--- src/rtl/hazard_stall_ctrl.sv ---
// Purpose : decode-stage hazard/stall controller (load-use, branch-on-load, MDU busy) plus IF/ID redirect flush.
// Latency : stall/flush outputs are combinational in the current cycle; only the MDU busy FSM is registered.
// Backpres: stall freezes PC and IF/ID and bubbles ID/EX; a redirect seen while stalled is dropped.
//
// Optional feature macro: HAZARD_STAT_EN adds the stall_cycles / flush_count statistic ports.
//
// Ports:
//   clk, rstn              pipeline clock, asynchronous active-low reset
//   IFID_rs/rt/uses_rt     source registers of the instruction in ID
//   IFID_is_br/is_mdu      ID instruction class (branch/jr resolved in ID, MDU access)
//   IDEXE_RFWr/rd/DMRd     EX-stage writeback and load type
//   EXEMEM_rd/DMRd         MEM-stage destination and load type
//   IDEXE_mdu_start        mult/div in EX launches the MDU this cycle
//   npc_redirect           ID resolved a taken branch/jump this cycle
//   PC_Wr, IFID_Wr         write enables, low while stalled
//   IFID_flush             clear IF/ID on the next edge (taken redirect, not stalled)
//   IDEXE_flush            bubble into ID/EX on the next edge
//   mdu_busy               MDU window active
//   stall                  OR of all stall causes
//   stall_cycles, flush_count  (HAZARD_STAT_EN only) free-running wrap-around statistics

`ifndef DMRd_NOP
`define DMRd_NOP 4'b0000
`endif

module hazard_stall_ctrl #(
   parameter int MDU_LAT = 4,   // MDU busy cycles after a start, 1..15
   parameter int CNT_W   = 4    // counter width, 2**CNT_W must exceed MDU_LAT
) (
   input  logic        clk,
   input  logic        rstn,
   input  logic [4:0]  IFID_rs,
   input  logic [4:0]  IFID_rt,
   input  logic        IFID_uses_rt,
   input  logic        IFID_is_br,
   input  logic        IFID_is_mdu,
   input  logic        IDEXE_RFWr,
   input  logic [4:0]  IDEXE_rd,
   input  logic [3:0]  IDEXE_DMRd,
   input  logic [4:0]  EXEMEM_rd,
   input  logic [3:0]  EXEMEM_DMRd,
   input  logic        IDEXE_mdu_start,
   input  logic        npc_redirect,
   output logic        PC_Wr,
   output logic        IFID_Wr,
   output logic        IFID_flush,
   output logic        IDEXE_flush,
   output logic        mdu_busy,
   output logic        stall
`ifdef HAZARD_STAT_EN
   ,
   output logic [31:0] stall_cycles,
   output logic [31:0] flush_count
`endif
);

   typedef enum logic {
      IDLE = 1'b0,
      BUSY = 1'b1
   } mdu_state_t;

   // Loading LAT-1 and leaving BUSY on the edge where the counter reads 0
   // gives exactly MDU_LAT busy cycles.
   localparam logic [CNT_W-1:0] CNT_LOAD = CNT_W'(MDU_LAT - 1);

   mdu_state_t       state_q, state_d;
   logic [CNT_W-1:0] cnt_q, cnt_d;

   logic hit_ex;
   logic hit_mem;
   logic ld_use;
   logic br_ld_mem;
   logic mdu_hz;
   logic stall_raw;

   // ------------------------------------------------------------------
   // MDU busy-window FSM
   // ------------------------------------------------------------------
   always_ff @(posedge clk or negedge rstn) begin
      if (!rstn) begin
         state_q <= IDLE;
         cnt_q   <= '0;
      end else begin
         state_q <= state_d;
         cnt_q   <= cnt_d;
      end
   end

   always_comb begin
      state_d = state_q;
      cnt_d   = cnt_q;
      case (state_q)
         IDLE: begin
            if (IDEXE_mdu_start) begin
               state_d = BUSY;
               cnt_d   = CNT_LOAD;
            end
         end
         BUSY: begin
            // A start seen here is impossible in a well-formed pipeline
            // (mdu_hz holds the mult/div in ID); it is ignored, no reload.
            if (cnt_q == '0) begin
               state_d = IDLE;
            end else begin
               cnt_d = cnt_q - CNT_W'(1);
            end
         end
         default: begin
            state_d = IDLE;
            cnt_d   = '0;
         end
      endcase
   end

   assign mdu_busy = (state_q == BUSY);

   // ------------------------------------------------------------------
   // Hazard detection
   // ------------------------------------------------------------------
   always_comb begin
      // Destination $0 is never a real producer, so it never matches.
      hit_ex  = (IDEXE_rd != 5'd0) &&
                ((IDEXE_rd == IFID_rs) || (IFID_uses_rt && (IDEXE_rd == IFID_rt)));
      hit_mem = (EXEMEM_rd != 5'd0) &&
                ((EXEMEM_rd == IFID_rs) || (IFID_uses_rt && (EXEMEM_rd == IFID_rt)));

      // Load in EX feeding ID: one bubble, forwarding covers the rest.
      ld_use    = (IDEXE_DMRd != `DMRd_NOP) && IDEXE_RFWr && hit_ex;
      // Branches resolve in ID and cannot take MEM-stage load data, so a
      // load-dependent branch waits one more cycle while the load is in MEM.
      br_ld_mem = IFID_is_br && (EXEMEM_DMRd != `DMRd_NOP) && hit_mem;
      mdu_hz    = IFID_is_mdu && mdu_busy;
   end

   // Gated by rstn so the pipeline free-runs while held in reset.
   assign stall_raw   = ld_use | br_ld_mem | mdu_hz;
   assign stall       = rstn & stall_raw;
   assign PC_Wr       = ~stall;
   assign IFID_Wr     = ~stall;
   assign IDEXE_flush = stall;
   // A stalled branch has not really resolved yet; drop its redirect.
   assign IFID_flush  = rstn & npc_redirect & ~stall_raw;

`ifdef HAZARD_STAT_EN
   // ------------------------------------------------------------------
   // Statistics, wrap modulo 2**32
   // ------------------------------------------------------------------
   always_ff @(posedge clk or negedge rstn) begin
      if (!rstn) begin
         stall_cycles <= '0;
         flush_count  <= '0;
      end else begin
         if (stall)      stall_cycles <= stall_cycles + 32'd1;
         if (IFID_flush) flush_count  <= flush_count + 32'd1;
      end
   end
`endif

endmodule
--- config.mk ---
export PLATFORM = sky130hd
export DESIGN_NAME = hazard_stall_ctrl
export DESIGN_NICKNAME = d
export VERILOG_FILES = /design/src/rtl/hazard_stall_ctrl.sv
export SDC_FILE = /design/constraint.sdc
export NUM_CORES = 1
export LEC_CHECK = 0
export ABC_AREA = 1
export BUFFER_PORTS_ARGS = -buffer_cell sky130_fd_sc_hd__buf_2
export CAP_MARGIN = 10
export CORE_MARGIN = 2
export CORE_UTILIZATION = 42
export DETAILED_ROUTE_END_ITERATION = 8
export GPL_ROUTABILITY_DRIVEN = 0
export PLACE_DENSITY = 0.79
export REMOVE_ABC_BUFFERS = 1
export SLEW_MARGIN = 10
export SYNTH_ARGS = -nofsm -noshare
export SYNTH_HDL_FRONTEND = slang
export SYNTH_SLANG_ARGS = --single-unit
--- constraint.sdc ---
create_clock -name clk -period 1.5 [get_ports clk]
set_input_delay 0 -clock clk [delete_from_list [all_inputs] [get_ports clk]]
set_output_delay 0 -clock clk [all_outputs]
set_load 0.05 [all_outputs]
==> impl_metrics.json, run 1 <==
{
  "r2r_start": "cnt_q[0]",
  "ys_top_cells_by_count": "nand2_1, inv_1, nor2_1",
  "cts_tree": "yes",
  "cts_resized": 0,
  "syn_inst": 133,
  "synth_edf_count": 0,
  "synth_area_per_cell_um2": 5.15,
  "grt_start_max_net_pins": 8,
  "cp_cell_sequence": "inv_1 > ha_1 > nand3_1 > nand2_2 > nand2_2 > nand4_1 > o21ai_0 > a21oi_1",
  "hp-class": "input pin to register",
  "clkTransAtPathRegs_ps": 40,
  "n_antenna_cell": 0,
  "die_area_mm2": 0.00197,
  "timing.slew.headroom_pct": 83.4,
  "final_hold_viol_count": 0,
  "area_delta_synth_final_pct": 36.0,
  "gr-usage-all-layers_pct": 20.1,
  "power_w": 0.000997,
  "cp_top_family": "simple AND/OR/NAND/NOR gates",
  "dp_hpwl_um": 1520,
  "cpMaxStageDelayCell": "dfrtp_1",
  "status": "finished clean",
  "synth_area_um2": 684,
  "h-tree-depth": 1,
  "max_cap_violations": 0,
  "dieWidth_um": 44.4,
  "wl_met2_um": 781,
  "crit_fanout": 5,
  "synth_area_leaders": "nand2_1, dfrtp_1, inv_1",
  "required_ps": 1630,
  "cts_buffers": 3,
  "hold_ws_ps": 88.5,
  "start_util_pct": 44.9,
  "startpoint_type": "register",
  "via_per_inst": 4.63,
  "multiInputGateArea_um2": 454,
  "worst_pin_slew_ps": 251,
  "port_buffers": 41,
  "wl_met1_um": 823,
  "synth_top_flop_cell": "dfrtp_1",
  "synthArstFlopShare_pct": 100,
  "overflow": 0,
  "clock_path_buffers": 2,
  "antenna_found_initial": 0,
  "startpoint": "cnt_q[0]",
  "end_kind": "register",
  "period_needed_ps": 1330,
  "ir_drop_mv": 0.742,
  "cp.arrival_ps": 1460,
  "synth-seq-cells": 5,
  "wl_met3_um": 113,
  "criticalPathCategory": "register to register",
  "cts_root_buffer": "clkbuf_4",
  "final_max_slew_viol_count": 0,
  "place_inst": 188,
  "postCtsHoldBufs": 1,
  "regArea_um2": 125,
  "core_mm2": 0.00152,
  "leakage_nw": 0.622,
  "antenna_left": 0,
  "crit_top_cell": "nand2_2",
  "drtPass1Iterations": 4,
  "worstSkewPairLatency_ps": 240,
  "maxUsedRoutingLayer": "met3",
  "drt_iter0_markers": 23,
  "row_count": 14,
  "final_nets": 215,
  "yosys.cell_types.count": 19,
  "clock_sinks": 5,
  "ys_warn_count": 0,
  "yosysMostFrequentCell": "nand2_1",
  "fin_skew_ps": 4.22,
  "drt-total-wl_um": 1720,
  "wl_per_cell_um": 8.90,
  "yosysTopAreaCellShare_pct": 32.4,
  "setup_violations": 0,
  "grt_pass1_vias": 768,
  "drc": 0,
  "vias": 894,
  "period_share_pct": 88.8,
  "ios": 42,
  "die_y_um": 44.4,
  "stdcell_count": 193,
  "fill_cells": 167,
  "ys_seq_area_share_pct": 18.3,
  "critPathBufInv": 1,
  "max_freq_mhz": 751,
  "max_stage_delay_ps": 310,
  "hp-start": "IDEXE_mdu_start",
  "grt_pass1_wl_um": 2980,
  "p_per_area_mw_per_mm2": 1070,
  "synth_top_area_cell": "nand2_1",
  "rsz0062_at_grt": "false",
  "setup_tns_ps": 0,
  "post_cts_buffers": 0,
  "final_layout_size_suffix_gt1_share_pct": 28.8
}
## layer usage
metal,global-route usage [%],vias to the layer above
met4,3.03,0
met5,0,-
met1,25.6,377
met2,33.8,31
li1,-,486
met3,6.53,0
## state kept, by name (all words and copies together), names as in the netlist
register,flops
mdu_busy,1
cnt_q,4
## worst paths after layout
kind / endpoint / slack, ps / cells after the start
worst max register to register: cnt_q[3] / 170 / 8
worst max-delay path: cnt_q[3] / 170 / 8
max in group asynchronous: cnt_q[1] / 1230 / 2
worst min register to register: cnt_q[3] / 540 / 2
min in group asynchronous: cnt_q[3] / 120 / 2
worst min-delay path: mdu_busy / 90 / 3
## placed cells by master (no fill, tap or decap), types with 2 or more instances in the layout
| cell | synthesis | routed |
|---|---|---|
| a31oi_1 | 2 | 2 |
| buf_2 | 0 | 41 |
| clkbuf_4 | 0 | 3 |
| dfrtp_1 | 5 | 5 |
| inv_1 | 21 | 21 |
| inv_2 | 3 | 3 |
| nand2_1 | 59 | 59 |
| nand2_2 | 3 | 3 |
| nand3_1 | 5 | 5 |
| nor2_1 | 17 | 17 |
| nor3_1 | 2 | 2 |
| o21ai_0 | 4 | 4 |
| xnor2_1 | 3 | 3 |
## power by group
group / total, W / switching (W) / leakage [nW] / internal (W)
logic: 0.000601 / 0.000395 / 0.548 / 0.000206
clock network: 0.000153 / 0.0000526 / 0.0150 / 0.000100
registers: 0.000242 / 0.0000387 / 0.0591 / 0.000204
## cell families (layout without fill, tap and decap cells)
kind of cell	Yosys count	count (layout)	share of synthesized area, %
buffers and inverters	26	70	15.4
xor gates and xnor gates	4	4	5.12
DFF	5	5	18.3
AOI/OAI and AO/OA	9	9	7.50
and+or+nand+nor	88	88	51.9
adders and majority gates	1	1	1.83
## stage by stage
step | area [um2] | setup WS, ps | util, %
after floorplan | 669 | -200 | -
after global placement | 895 | 242 | 58.7
after detailed placement | 895 | 167 | 58.7
after CTS | 931 | 171 | 61.1
after global routing | 931 | 37.2 | 61.1
final | 931 | 169 | 61.1
## tightest hold or removal path, delay by kind of cell
family	cells	cell delay, ps
simple gates	2	210
buf+inv	1	80
## layout make-up
cell class	count	area share, %
inverters	24	9.68
repair buffers	42	23.1
multi-input cells	102	48.8
flip-flops and latches	5	13.4
well taps	16	2.15
clock buffers	4	2.82
Power figures use the tool's default switching activity.
==> run 2: changes to the inputs <==
--- a/config.mk
+++ b/config.mk
@@ -8,11 +8,13 @@
 export ABC_AREA = 1
 export BUFFER_PORTS_ARGS = -buffer_cell sky130_fd_sc_hd__buf_2
 export CAP_MARGIN = 10
+export CELL_PAD_IN_SITES_DETAIL_PLACEMENT = 0
+export CELL_PAD_IN_SITES_GLOBAL_PLACEMENT = 1
 export CORE_MARGIN = 2
-export CORE_UTILIZATION = 42
+export CORE_UTILIZATION = 25
 export DETAILED_ROUTE_END_ITERATION = 8
 export GPL_ROUTABILITY_DRIVEN = 0
-export PLACE_DENSITY = 0.79
+export PLACE_DENSITY_LB_ADDON = 0.1
 export REMOVE_ABC_BUFFERS = 1
 export SLEW_MARGIN = 10
 export SYNTH_ARGS = -nofsm -noshare
==> run 2 against run 1 <==
Design area increased by 1.9%; via count decreased by 2.8%; worst hold slack got worse by 30 ps; clock skew decreased by 2.1 ps; core utilization decreased by 24 points; setup slack improved by 24 ps; register-to-register slack improved by 20 ps; largest power group unchanged; highest routed layer is now met4.
==> impl_metrics.json, run 2 (synthesis gave the netlist of run 1 again) <==
{
  "largest_reg_flops": 4,
  "max_freq_mhz": 765,
  "antenna_found_initial": 0,
  "area_delta_synth_final_pct": 38.6,
  "largest-register": "cnt_q",
  "n_antenna_cell": 0,
  "final_nets": 215,
  "p_per_area_mw_per_mm2": 1030,
  "final_max_slew_viol_count": 0,
  "via_per_inst": 4.20,
  "startpoint_type": "register",
  "period_share_pct": 87.2,
  "drtPass1Iterations": 4,
  "row_count": 18,
  "port_buffers": 41,
  "overflow": 0,
  "setup_tns_ps": 0,
  "place_inst": 202,
  "drc": 0,
  "die_y_um": 56.3,
  "h-tree-depth": 1,
  "rsz0062_at_grt": "false",
  "final_layout_size_suffix_gt1_share_pct": 28.8,
  "ios": 42,
  "required_ps": 1630,
  "wl_per_cell_um": 8.66,
  "leakage_nw": 0.622,
  "final_common_cell": "nand2_1",
  "worstSkewPairLatency_ps": 250,
  "drt-total-wl_um": 1790,
  "drt_iter0_markers": 18,
  "stdcell_count": 207,
  "period_needed_ps": 1310,
  "worst_pin_slew_ps": 240,
  "utilization_pct": 37.3,
  "vias": 869,
  "status": "finished clean",
  "ir_drop_mv": 0.856,
  "cts_tree": "yes",
  "gr-usage-all-layers_pct": 12.6,
  "crit_fanout": 5,
  "timing.slew.headroom_pct": 83.9,
  "clkTransAtPathRegs_ps": 40,
  "start_util_pct": 26.9,
  "criticalPathCategory": "register to register",
  "final_hold_viol_count": 0,
  "fin_skew_ps": 2.07,
  "final_cell_mix": "nand2_1, buf_2, inv_1",
  "cts_buffers": 3,
  "end_kind": "register",
  "cp.arrival_ps": 1440,
  "fill_cells": 291,
  "grt_pass1_vias": 794,
  "hp-class": "input pin to register",
  "cts_resized": 0,
  "dieWidth_um": 56.3,
  "antenna_left": 0,
  "setup_violations": 0,
  "core_mm2": 0.00254,
  "clock_sinks": 5,
  "die_area_mm2": 0.00317,
  "cts_root_buffer": "clkbuf_4",
  "clock_path_buffers": 2,
  "grt_pass1_wl_um": 3210,
  "max_cap_violations": 0,
  "dp_hpwl_um": 1600,
  "grt_start_max_net_pins": 8
}
==> run 2: worst paths after layout <==
kind	from	to	slack (ps)	depth (start not counted)
max in group asynchronous	rstn	cnt_q[1]	1230	2
min reg2reg	cnt_q[1]	cnt_q[1]	500	2
min in group asynchronous	rstn	mdu_busy	110	2
max	cnt_q[0]	cnt_q[3]	190	8
min	IDEXE_mdu_start	cnt_q[1]	60	3
max reg2reg	cnt_q[0]	cnt_q[3]	190	8
==> run 2: cell type report <==
| class | count | area [um2] | area share (%) |
|---|---|---|---|
| flip-flops and latches | 5 | 125 | 13.2 |
| repair buffers | 42 | 215 | 22.7 |
| clock buffers | 4 | 26.3 | 2.77 |
| inverters | 24 | 90.1 | 9.50 |
| multi-input cells | 102 | 454 | 47.9 |
| well taps | 30 | 37.5 | 3.96 |
==> run 2: power breakdown <==
| group | switching [W] | total (W) | internal (W) | leakage (nW) |
|---|---|---|---|---|
| Combinational | 0.000380 | 0.000583 | 0.000202 | 0.548 |
| Sequential | 0.0000339 | 0.000237 | 0.000204 | 0.0591 |
| Clock | 0.0000578 | 0.000159 | 0.000101 | 0.0150 |
==> run 2: metrics by stage <==
stage	power (W)	hold WS, ps	setup WS (ps)	instance area [um2]
floorplan	0.000662	-296	-200	669
global placement	0.000810	-160	232	912
detailed placement	0.000829	-160	198	912
CTS	0.000998	60.0	195	948
global route	0.00109	121	18.2	948
finish	0.000978	58.8	193	948
==> run 2: repair_timing <==
item	4_1_cts	5_1_grt
setup buffers	0	0
endpoints found under the hold margin	5	0
hold buffers	1	0
==> run 2: per-layer routing <==
metal / GRT usage, % / up-vias / wire length [um]
li1: - / 488 / -
met1: 16.7 / 345 / 902
met2: 20.2 / 31 / 744
met3: 3.00 / 5 / 122
met4: 4.08 / 0 / 23
met5: 0 / - / 0
==> run 2: critical path: stages (launching register included) <==
cell and delay, ps:
dfrtp_1 310, inv_1 60, ha_1 220, nand3_1 100, nand2_2 80, nand2_2 100
nand4_1 100, o21ai_0 160, a21oi_1 60
